**config.mk**
```make
export PLATFORM = sky130hd
export DESIGN_NAME = branch_resolution_unit
export DESIGN_NICKNAME = d
export VERILOG_FILES = /design/src/rtl/bru_pkg.sv /design/src/rtl/bru_meta_queue.sv /design/src/rtl/branch_resolution_unit.sv
export SDC_FILE = /design/constraint.sdc
export NUM_CORES = 1
export LEC_CHECK = 0
export ABC_AREA = 1
export BUFFER_PORTS_ARGS = -buffer_cell sky130_fd_sc_hd__buf_4
export CAP_MARGIN = 5
export CELL_PAD_IN_SITES_DETAIL_PLACEMENT = 1
export CELL_PAD_IN_SITES_GLOBAL_PLACEMENT = 1
export CORE_MARGIN = 8
export CORE_UTILIZATION = 39
export DETAILED_ROUTE_END_ITERATION = 16
export MAX_ROUTING_LAYER = met4
export PLACE_DENSITY_LB_ADDON = 0.12
export SLEW_MARGIN = 25
export SYNTH_ARGS = -nofsm -noshare
export SYNTH_HDL_FRONTEND = slang
export SYNTH_SLANG_ARGS = --single-unit
```
**constraint.sdc**
```tcl
create_clock -name clk -period 2.3 [get_ports clk]
set_clock_uncertainty 0.05 [all_clocks]
set_input_delay 0.115 -clock clk [delete_from_list [all_inputs] [get_ports clk]]
set_output_delay 0.115 -clock clk [all_outputs]
set_load 0.01 [all_outputs]
```
**src/rtl/bru_pkg.sv**
```systemverilog
// Shared branch-resolution definitions: prediction metadata layout, PC step
// and the control-transfer opcodes also used by the fetch predictor and decoder.
package bru_pkg;

  localparam int BRU_DATA_WIDTH = 32;
  localparam int PC_INCR        = 4;

  localparam logic [6:0] OPC_BRANCH = 7'b1100011;
  localparam logic [6:0] OPC_JAL    = 7'b1101111;
  localparam logic [6:0] OPC_JALR   = 7'b1100111;

  typedef struct packed {
    logic                      valid;
    logic                      pred_taken;
    logic [BRU_DATA_WIDTH-1:0] pred_target;
    logic [BRU_DATA_WIDTH-1:0] pc_plus4;
  } bp_meta_t;

endpackage

```
**src/rtl/bru_meta_queue.sv**
```systemverilog
// DEPTH-entry shift register carrying prediction metadata from fetch to execute;
// holds while advance is low and invalidates every entry on flush.
import bru_pkg::*;

module bru_meta_queue #(
  parameter int DATA_WIDTH = 32,
  parameter int DEPTH      = 2
) (
  input  logic                  clk,
  input  logic                  rst_n,
  input  logic                  advance,
  input  logic                  flush,
  input  logic                  fetch_valid,
  input  logic                  fetch_pred_taken,
  input  logic [DATA_WIDTH-1:0] fetch_pred_target,
  input  logic [DATA_WIDTH-1:0] fetch_pc_plus4,
  output logic                  tail_valid,
  output logic                  tail_pred_taken,
  output logic [DATA_WIDTH-1:0] tail_pred_target,
  output logic [DATA_WIDTH-1:0] tail_pc_plus4
);

  logic [DEPTH-1:0]      entry_valid;
  logic [DEPTH-1:0]      entry_pred_taken;
  logic [DATA_WIDTH-1:0] entry_pred_target [DEPTH];
  logic [DATA_WIDTH-1:0] entry_pc_plus4    [DEPTH];

  always_ff @(posedge clk or negedge rst_n) begin
    if (!rst_n) begin
      entry_valid      <= '0;
      entry_pred_taken <= '0;
      for (int i = 0; i < DEPTH; i++) begin
        entry_pred_target[i] <= '0;
        entry_pc_plus4[i]    <= '0;
      end
    end else if (flush) begin
      // The instruction fetched during the flush cycle is wrong-path as well
      entry_valid <= '0;
    end else if (advance) begin
      entry_valid[0]       <= fetch_valid;
      entry_pred_taken[0]  <= fetch_pred_taken;
      entry_pred_target[0] <= fetch_pred_target;
      entry_pc_plus4[0]    <= fetch_pc_plus4;
      for (int i = 1; i < DEPTH; i++) begin
        entry_valid[i]       <= entry_valid[i-1];
        entry_pred_taken[i]  <= entry_pred_taken[i-1];
        entry_pred_target[i] <= entry_pred_target[i-1];
        entry_pc_plus4[i]    <= entry_pc_plus4[i-1];
      end
    end
  end

  assign tail_valid       = entry_valid[DEPTH-1];
  assign tail_pred_taken  = entry_pred_taken[DEPTH-1];
  assign tail_pred_target = entry_pred_target[DEPTH-1];
  assign tail_pc_plus4    = entry_pc_plus4[DEPTH-1];

endmodule

```
**src/rtl/branch_resolution_unit.sv**
```systemverilog
// Execute-stage branch resolution: compares carried predictions with the resolved
// outcome and raises flush/redirect. BRU_PERF_CNT_EN enables saturating statistics.
import bru_pkg::*;

module branch_resolution_unit #(
  parameter int DATA_WIDTH = 32,
  parameter int DEPTH      = 2,
  parameter int CNT_WIDTH  = 32
) (
  input  logic                  clk,
  input  logic                  rst_n,
  input  logic                  stall,
  input  logic                  fetch_valid,
  input  logic                  predict_taken_f,
  input  logic [DATA_WIDTH-1:0] branch_target_f,
  input  logic [DATA_WIDTH-1:0] PC_f,
  input  logic                  resolve_valid_e,
  input  logic                  actual_taken_e,
  input  logic [DATA_WIDTH-1:0] actual_target_e,
  output logic                  mispredict,
  output logic [DATA_WIDTH-1:0] redirect_pc,
  output logic [CNT_WIDTH-1:0]  branch_count,
  output logic [CNT_WIDTH-1:0]  mispredict_count
);

  logic                  tail_valid;
  logic                  tail_pred_taken;
  logic [DATA_WIDTH-1:0] tail_pred_target;
  logic [DATA_WIDTH-1:0] tail_pc_plus4;
  logic [DATA_WIDTH-1:0] fetch_pc_plus4;
  logic                  qualified;
  logic                  advance;

  assign fetch_pc_plus4 = PC_f + DATA_WIDTH'(PC_INCR);

  bru_meta_queue #(
    .DATA_WIDTH (DATA_WIDTH),
    .DEPTH      (DEPTH)
  ) u_meta_queue (
    .clk               (clk),
    .rst_n             (rst_n),
    .advance           (advance),
    .flush             (mispredict),
    .fetch_valid       (fetch_valid),
    .fetch_pred_taken  (predict_taken_f),
    .fetch_pred_target (branch_target_f),
    .fetch_pc_plus4    (fetch_pc_plus4),
    .tail_valid        (tail_valid),
    .tail_pred_taken   (tail_pred_taken),
    .tail_pred_target  (tail_pred_target),
    .tail_pc_plus4     (tail_pc_plus4)
  );

  // An invalid tail with resolve_valid_e set is a bubble and is never judged
  assign qualified  = !stall && tail_valid && resolve_valid_e;
  assign mispredict = qualified &&
                      ((tail_pred_taken != actual_taken_e) ||
                       (tail_pred_taken && actual_taken_e && (tail_pred_target != actual_target_e)));
  assign redirect_pc = !mispredict    ? '0 :
                       actual_taken_e ? actual_target_e : tail_pc_plus4;
  assign advance     = !stall && !mispredict;

`ifdef BRU_PERF_CNT_EN
  always_ff @(posedge clk or negedge rst_n) begin
    if (!rst_n) begin
      branch_count     <= '0;
      mispredict_count <= '0;
    end else begin
      if (qualified && (branch_count != '1))
        branch_count <= branch_count + CNT_WIDTH'(1);
      if (mispredict && (mispredict_count != '1))
        mispredict_count <= mispredict_count + CNT_WIDTH'(1);
    end
  end
`else
  assign branch_count     = '0;
  assign mispredict_count = '0;
`endif

endmodule

```
==> out/results.txt, run 1 <==
Outcome - complete, but fails checks
Failing checks - setup timing
Starting Density - 39.9%
WHS Endpoint - u_meta_queue.entry_pc_plus4[61]
HP Class - input port to flip-flop
Crit path max fanout - 17
Post-synth EDFFs - 0
Worst slack, placed - 0.210 ns
Met3 Use GR - 4.07%
Flop2flop setup slack - -0.10 ns
Post-DP HPWL - 15,500 um
Die extent in x - 155 um
Routed Antenna Nets - 0
Worst Hold Depth - 4
# DRC - 0
Synthesis-to-finish area growth - 39.7%
Sequential power share - 39.3%
Pleak - 0.00548 uW
CTS tree - yes
GR Util All Layers - 21.0%
Final Setup Violations - 134
Max transition margin - 58.0%
Worst setup EP type - flip-flop
Share of cells above drive strength 1 - 21.3%
Main flop type after synthesis - dfrtp_1
Wire length per cell - 20.0 um
Post-Syn Area per Cell - 7.88 um^2
First-pass GRT wire length - 39,100 um
Largest net degree at the start of global routing - 70
FF-to-FF path depth - 15
Clk sinks - 132
Core Area - 0.0188 mm^2
Synth cell types - 24
Post-route setup slack - -0.103 ns
CP arrival - 2.70 ns
VDD IR max - 0.474 mV
Async S/R FF share, synth - 100%
Cell taking the most area after synthesis - dfrtp_1
Vias per cell - 4.97
Die extent in y - 155 um
Worst path slowest cell - dfrtp_1
Post-synthesis sequential area ratio - 44.2%
First-pass iteration count of the detailed router - 4
Synth warn - 0
Comb pwr share - 20.3%
GR Layer Usage met1 - 26.0%
Max-cap viol count - 0
Nets - 1,266
Vias in the first global route - 7,266
Cell row count - 50
CP required - 2.60 ns
Met2 Use GR - 35.0%
Cell area power density - 692 mW/mm^2
GRT overflow - 0
Initial DRC count - 389
Slew @ Worst Pin - 0.630 ns
Hold Fails Final Rpt - 0
Int Pwr - 5080 uW
Mapped Area - 0.00748 mm^2
Clock Tree Root - clkbuf_16
Final period utilization - 104%
Net Sw Frac - 29.8%
CTS buffer count - 17
Sw power - 2150 uW
Overall Power - 7240 uW
H-tree lvl count - 4
Clock power share - 40.3%
GR peak layer - met2
CP dominant cell by count - nand2_1
Critical path class - flip-flop to flip-flop
Crit-path cells - xnor2_2 > nand2_1 > nor2_2 > nand2_1 > nor2_2 > nand2_1 > nand2_1 > nand2_2 > nand2_8 > buf_4 > buf_12 > buf_12 > buf_16 > nand3_1 > nand2_1
Initial antenna violation count - 0
RR Startpoint - u_meta_queue.tail_pred_target[27]
Critical path launch point type - flip-flop
Clk Latency, worst-skew pair - 0.43 ns
Max clock buf depth - 2
Largest stage delay, worst path - 0.42 ns
Main area contributors after synthesis - dfrtp_1 (44%), nand2_1 (18%), nand3_1 (9.3%)
Post-synthesis instance total - 949
Reg-to-reg endpoint - u_meta_queue.tail_pred_target[0]
Fmax - 0.416 GHz
Post-synth top area share - 44.2%
Routability-driven placement congestion ratio - 0.854
Unrepaired setup endpoints after global routing - true
Boundary pin count - 200
Port Buffers - 135
Min Clock Period, post-route - 2.40 ns
Worst hold start - PC_f[29]
CTS clk-pin slew, worst paths - 0.07 ns
DRT Wirelength - 28,100 um
Ant diodes - 0
Via count - 6,996
Max Slew Vio Count - 0
Number of synthesized register bits - 132
DIE AREA - 0.0239 mm^2
[cell families after synthesis]
family	Yosys count	synth area share [%]
mux	23	3.08
fa+ha+maj	2	0.334
buf+inv	153	13.4
flops	132	44.2
xor+xnor	51	5.97
compound gates	9	0.602
simple gates	578	32.4
other cells	1	0.0501
[sequential cells by signal (all words and copies together), names as in the netlist]
register / flops
u_meta_queue.entry_pc_plus4: 32
u_meta_queue.entry_pred_taken: 2
u_meta_queue.entry_pred_target: 32
u_meta_queue.entry_valid: 2
u_meta_queue.tail_pc_plus4: 32
u_meta_queue.tail_pred_target: 32
[stage by stage]
step,util [%],instance area (um^2),cells,TNS (ns),hold WS [ns]
floorplan,-,7720,1012,0,-0.231
global placement,44.5,8350,1278,0,0.00315
detailed placement,44.5,8350,1278,0,-0.000697
CTS,52.5,9850,1383,-1.15,0.000785
global route,55.7,10500,1408,-26.20,0.0393
finish,55.7,10500,1408,-5.73,0.0106
[layout make-up]
cell class	count	area, um^2
Clock buffer	19	453
Inverter	38	145
Multi-Input combinational cell	730	3570
Timing Repair Buffer	242	2520
Clock inverter	13	171
Fill cell	2249	8320
Sequential cell	132	3300
Tap cell	234	293
[layer usage]
| metal | part of all wire [%] | vias to the layer above |
|---|---|---|
| met3 | 5.4 | 26 |
| met2 | 50 | 215 |
| met5 | 0 | - |
| met1 | 43 | 3443 |
| li1 | - | 3312 |
| met4 | 1.3 | 0 |
[cell usage in the layout, fill, tap and decap left out, drive strengths merged, types with 10 or more instances in the layout]
cell type      n
xor2          16
clkbuf        31
mux2i         23
buf          173
xnor2         35
nand4         10
nand3        143
inv           43
nand2        354
dfrtp        132
conb          64
dlygate4sd3   55
nor2          61
[power groups by stage]
stage	Sequential, uW	Combinational [uW]	Clock, uW
2_1_floorplan	2800	796	0
3_3_place_gp	2850	1080	0
3_5_place_dp	2870	1110	0
4_1_cts	2830	1270	2940
5_1_grt	2880	1630	3040
6_report	2850	1470	2920
[worst max path at each step]
stage	to	slack, ns	from
2_1_floorplan	u_meta_queue.tail_pred_target[17]	0.69	u_meta_queue.tail_pred_target[4]
4_1_cts	redirect_pc[22]	-0.05	u_meta_queue.tail_pred_target[18]
3_3_place_gp	redirect_pc[4]	0.27	u_meta_queue.tail_pred_target[25]
3_5_place_dp	redirect_pc[10]	0.21	u_meta_queue.tail_pred_target[18]
5_1_grt	u_meta_queue.tail_pc_plus4[14]	-0.22	u_meta_queue.tail_pred_target[21]
6_report	u_meta_queue.tail_pred_target[0]	-0.10	u_meta_queue.tail_pred_target[27]
[cells in the mapped netlist (5+ instances only)]
| cell type | n |
|---|---|
| nand2_1 | 349 |
| nand3_1 | 139 |
| dfrtp_1 | 132 |
| buf_4 | 67 |
| nor2_1 | 59 |
| xnor2_1 | 35 |
| inv_1 | 33 |
| mux2i_1 | 23 |
| buf_6 | 22 |
| clkbuf_1 | 16 |
| xor2_1 | 16 |
| nand4_1 | 10 |
| o21ai_0 | 9 |
| buf_2 | 8 |
| nor3_1 | 8 |
| inv_2 | 5 |
[worst max-delay path: cells and delay by family, from the launching register on]
kind / cells / cell delay (ns)
buf+inv: 4 / 0.59
xor+xnor: 1 / 0.18
flops: 1 / 0.42
simple gates: 10 / 1.07
[timing repair]
item / in CTS / in global routing
endpoints found under the setup margin: 33 / 165
pin swaps: 1 / 4
hold buffers: 55 / 0
hold endpoints to repair: 165 / 0
resized for setup: 10 / 39
cloned: 6 / 24
setup buffers: 12 / 1
(Power assumes the default switching activity.)
==> inputs of run 2 (changes only) <==
==> constraint.sdc (replaced) <==
create_clock -name clk -period 2.7 [get_ports clk]
set_clock_uncertainty 0.05 [all_clocks]
set_input_delay 0.135 -clock clk [delete_from_list [all_inputs] [get_ports clk]]
set_output_delay 0.135 -clock clk [all_outputs]
set_load 0.01 [all_outputs]
==> run 2 against run 1 <==
  * The flow now finishes without violations
  * First-iteration DRC count down 5.7%
  * Global-route usage down 0.93 points
  * Hold slack better by 0.0051 ns
  * Worst setup slack gained 0.36 ns
  * Cell count shrank 3.6%
  * Sequential power decreased by 15%
  * Flip-flop and latch count unchanged
  * Largest power group unchanged
  * Register-to-register slack improved by 0.36 ns
  * Critical path depth shrank 2
  * Core utilization down 5.2 points
==> out/results.txt, run 2 (same netlist as run 1, synthesis figures left out) <==
Critical path launch point type - flip-flop
Initial antenna violation count - 0
Vias per cell - 4.78
# DRC - 0
Post-route setup slack - 0.255 ns
GR Util All Layers - 20.1%
First-pass GRT wire length - 37,600 um
Die extent in x - 155 um
Clock Tree Root - clkbuf_16
Fmax - 0.409 GHz
Vias in the first global route - 7,160
DIE AREA - 0.0239 mm^2
Core Area - 0.0188 mm^2
Worst hold start - PC_f[8]
GRT overflow - 0
RR Startpoint - u_meta_queue.tail_pred_target[26]
Routability-driven placement congestion ratio - 0.861
Synthesis-to-finish area growth - 26.7%
Worst setup EP type - flip-flop
CTS tree - yes
Post-DP HPWL - 15,400 um
Critical path class - flip-flop to flip-flop
Max Slew Vio Count - 0
Ant diodes - 0
HP Class - input port to flip-flop
Clk sinks - 132
Post-route cell area - 0.00948 mm^2
Clk Latency, worst-skew pair - 0.42 ns
H-tree lvl count - 4
Commonest non-fill, non-tap cell in the layout - nand2_1
Crit path max fanout - 35
Die extent in y - 155 um
Most frequent cells in the layout - nand2_1 (349), nand3_1 (139), buf_4 (138), dfrtp_1 (132), conb_1 (64)
Routed Antenna Nets - 0
Comb pwr share - 17.1%
Clock power share - 41.9%
CP required - 3.01 ns
DRT Wirelength - 22,700 um
Net Sw Frac - 28.5%
Wire length per cell - 16.7 um
Sw power - 1670 uW
Fin Setup TNS - 0 ns
Share of cells above drive strength 1 - 17.1%
Largest net degree at the start of global routing - 66
Cell row count - 50
Via count - 6,483
Max-cap viol count - 0
Worst slack, placed - 0.407 ns
CTS clk-pin slew, worst paths - 0.06 ns
First-pass iteration count of the detailed router - 4
Starting Density - 39.9%
Int Pwr - 4190 uW
Max clock buf depth - 2
Final period utilization - 90.6%
CP arrival - 2.75 ns
Nets - 1,215
VDD IR max - 0.383 mV
Critical path origin - u_meta_queue.tail_pred_target[26]
Initial DRC count - 367
Port Buffers - 135
Post-CTS setup buffers - 0
Hold Fails Final Rpt - 0
Cell area power density - 619 mW/mm^2
Outcome - complete, no violations
Sequential power share - 41.0%
CTS buffer count - 17
Area after DPL - 0.00830 mm^2
Worst hold margin - 0.0157 ns
Slew @ Worst Pin - 0.637 ns
Final Setup Violations - 0
Max transition margin - 57.5%
Unrepaired setup endpoints after global routing - true
Min Clock Period, post-route - 2.44 ns
Pleak - 0.00504 uW
Boundary pin count - 200
-- run 2: final timing paths --
path / to / slack (ns) / depth (start not counted)
hold reg to reg: u_meta_queue.tail_pc_plus4[0] / 0.42 / 2
setup reg to reg: u_meta_queue.entry_valid[0] / 0.26 / 13
max in group asynchronous: u_meta_queue.tail_pred_target[21] / 1.66 / 3
hold / removal: u_meta_queue.entry_pc_plus4[40] / 0.02 / 4
setup / recovery: u_meta_queue.entry_valid[0] / 0.26 / 13
min in group asynchronous: u_meta_queue.entry_pred_target[38] / 0.15 / 2
-- run 2: critical path, cell delays in order (launching register included) --
cell and delay [ns]:
dfrtp_1 0.40, xnor2_1 0.17, nand2_1 0.07, nor2_1 0.14, nand2_1 0.09, nor2_1 0.16
nand2_1 0.07, nand2_1 0.06, nand2_1 0.08, nand2_4 0.16, buf_12 0.21, nand3_1 0.09
nand2_1 0.10, dlygate4sd3_1 0.55
-- run 2: final cells by class --
type / count / area [um^2]
Inverter: 38 / 145
Clock buffer: 19 / 453
Sequential cell: 132 / 3300
Multi-Input combinational cell: 727 / 3420
Clock inverter: 13 / 171
Fill cell: 2306 / 9290
Timing Repair Buffer: 194 / 1690
Tap cell: 234 / 293
-- run 2: timing repair --
item | 4_1_cts | 5_1_grt
hold buffers | 48 | 0
endpoints found under the setup margin | 30 | 34
endpoints found under the hold margin | 89 | 0
gates cloned | 1 | 1
resized for setup | 1 | 3
-- run 2: stage by stage --
stage                     util, %  instances  total power (uW)
after floorplan                 -       1012              3060
after global placement       44.2       1275              3340
after detailed placement     44.2       1275              3370
after CTS                    50.3       1356              5920
after global routing         50.5       1357              6170
final                        50.5       1357              5870
-- run 2: layer usage --
metal / up-vias / GRT usage, % / share of wire [%]
met5: - / - / 0
met4: 0 / 5.09 / 1.2
met3: 18 / 3.90 / 4.1
met2: 147 / 33.2 / 49
met1: 3110 / 24.8 / 46
li1: 3208 / - / -
-- run 2: power by group through the flow --
stage / Sequential (uW) / Clock (uW) / Combinational, uW
floorplan: 2380 / 0 / 678
global placement: 2430 / 0 / 915
detailed placement: 2440 / 0 / 933
CTS: 2410 / 2510 / 1010
global route: 2440 / 2580 / 1140
finish: 2410 / 2460 / 1000
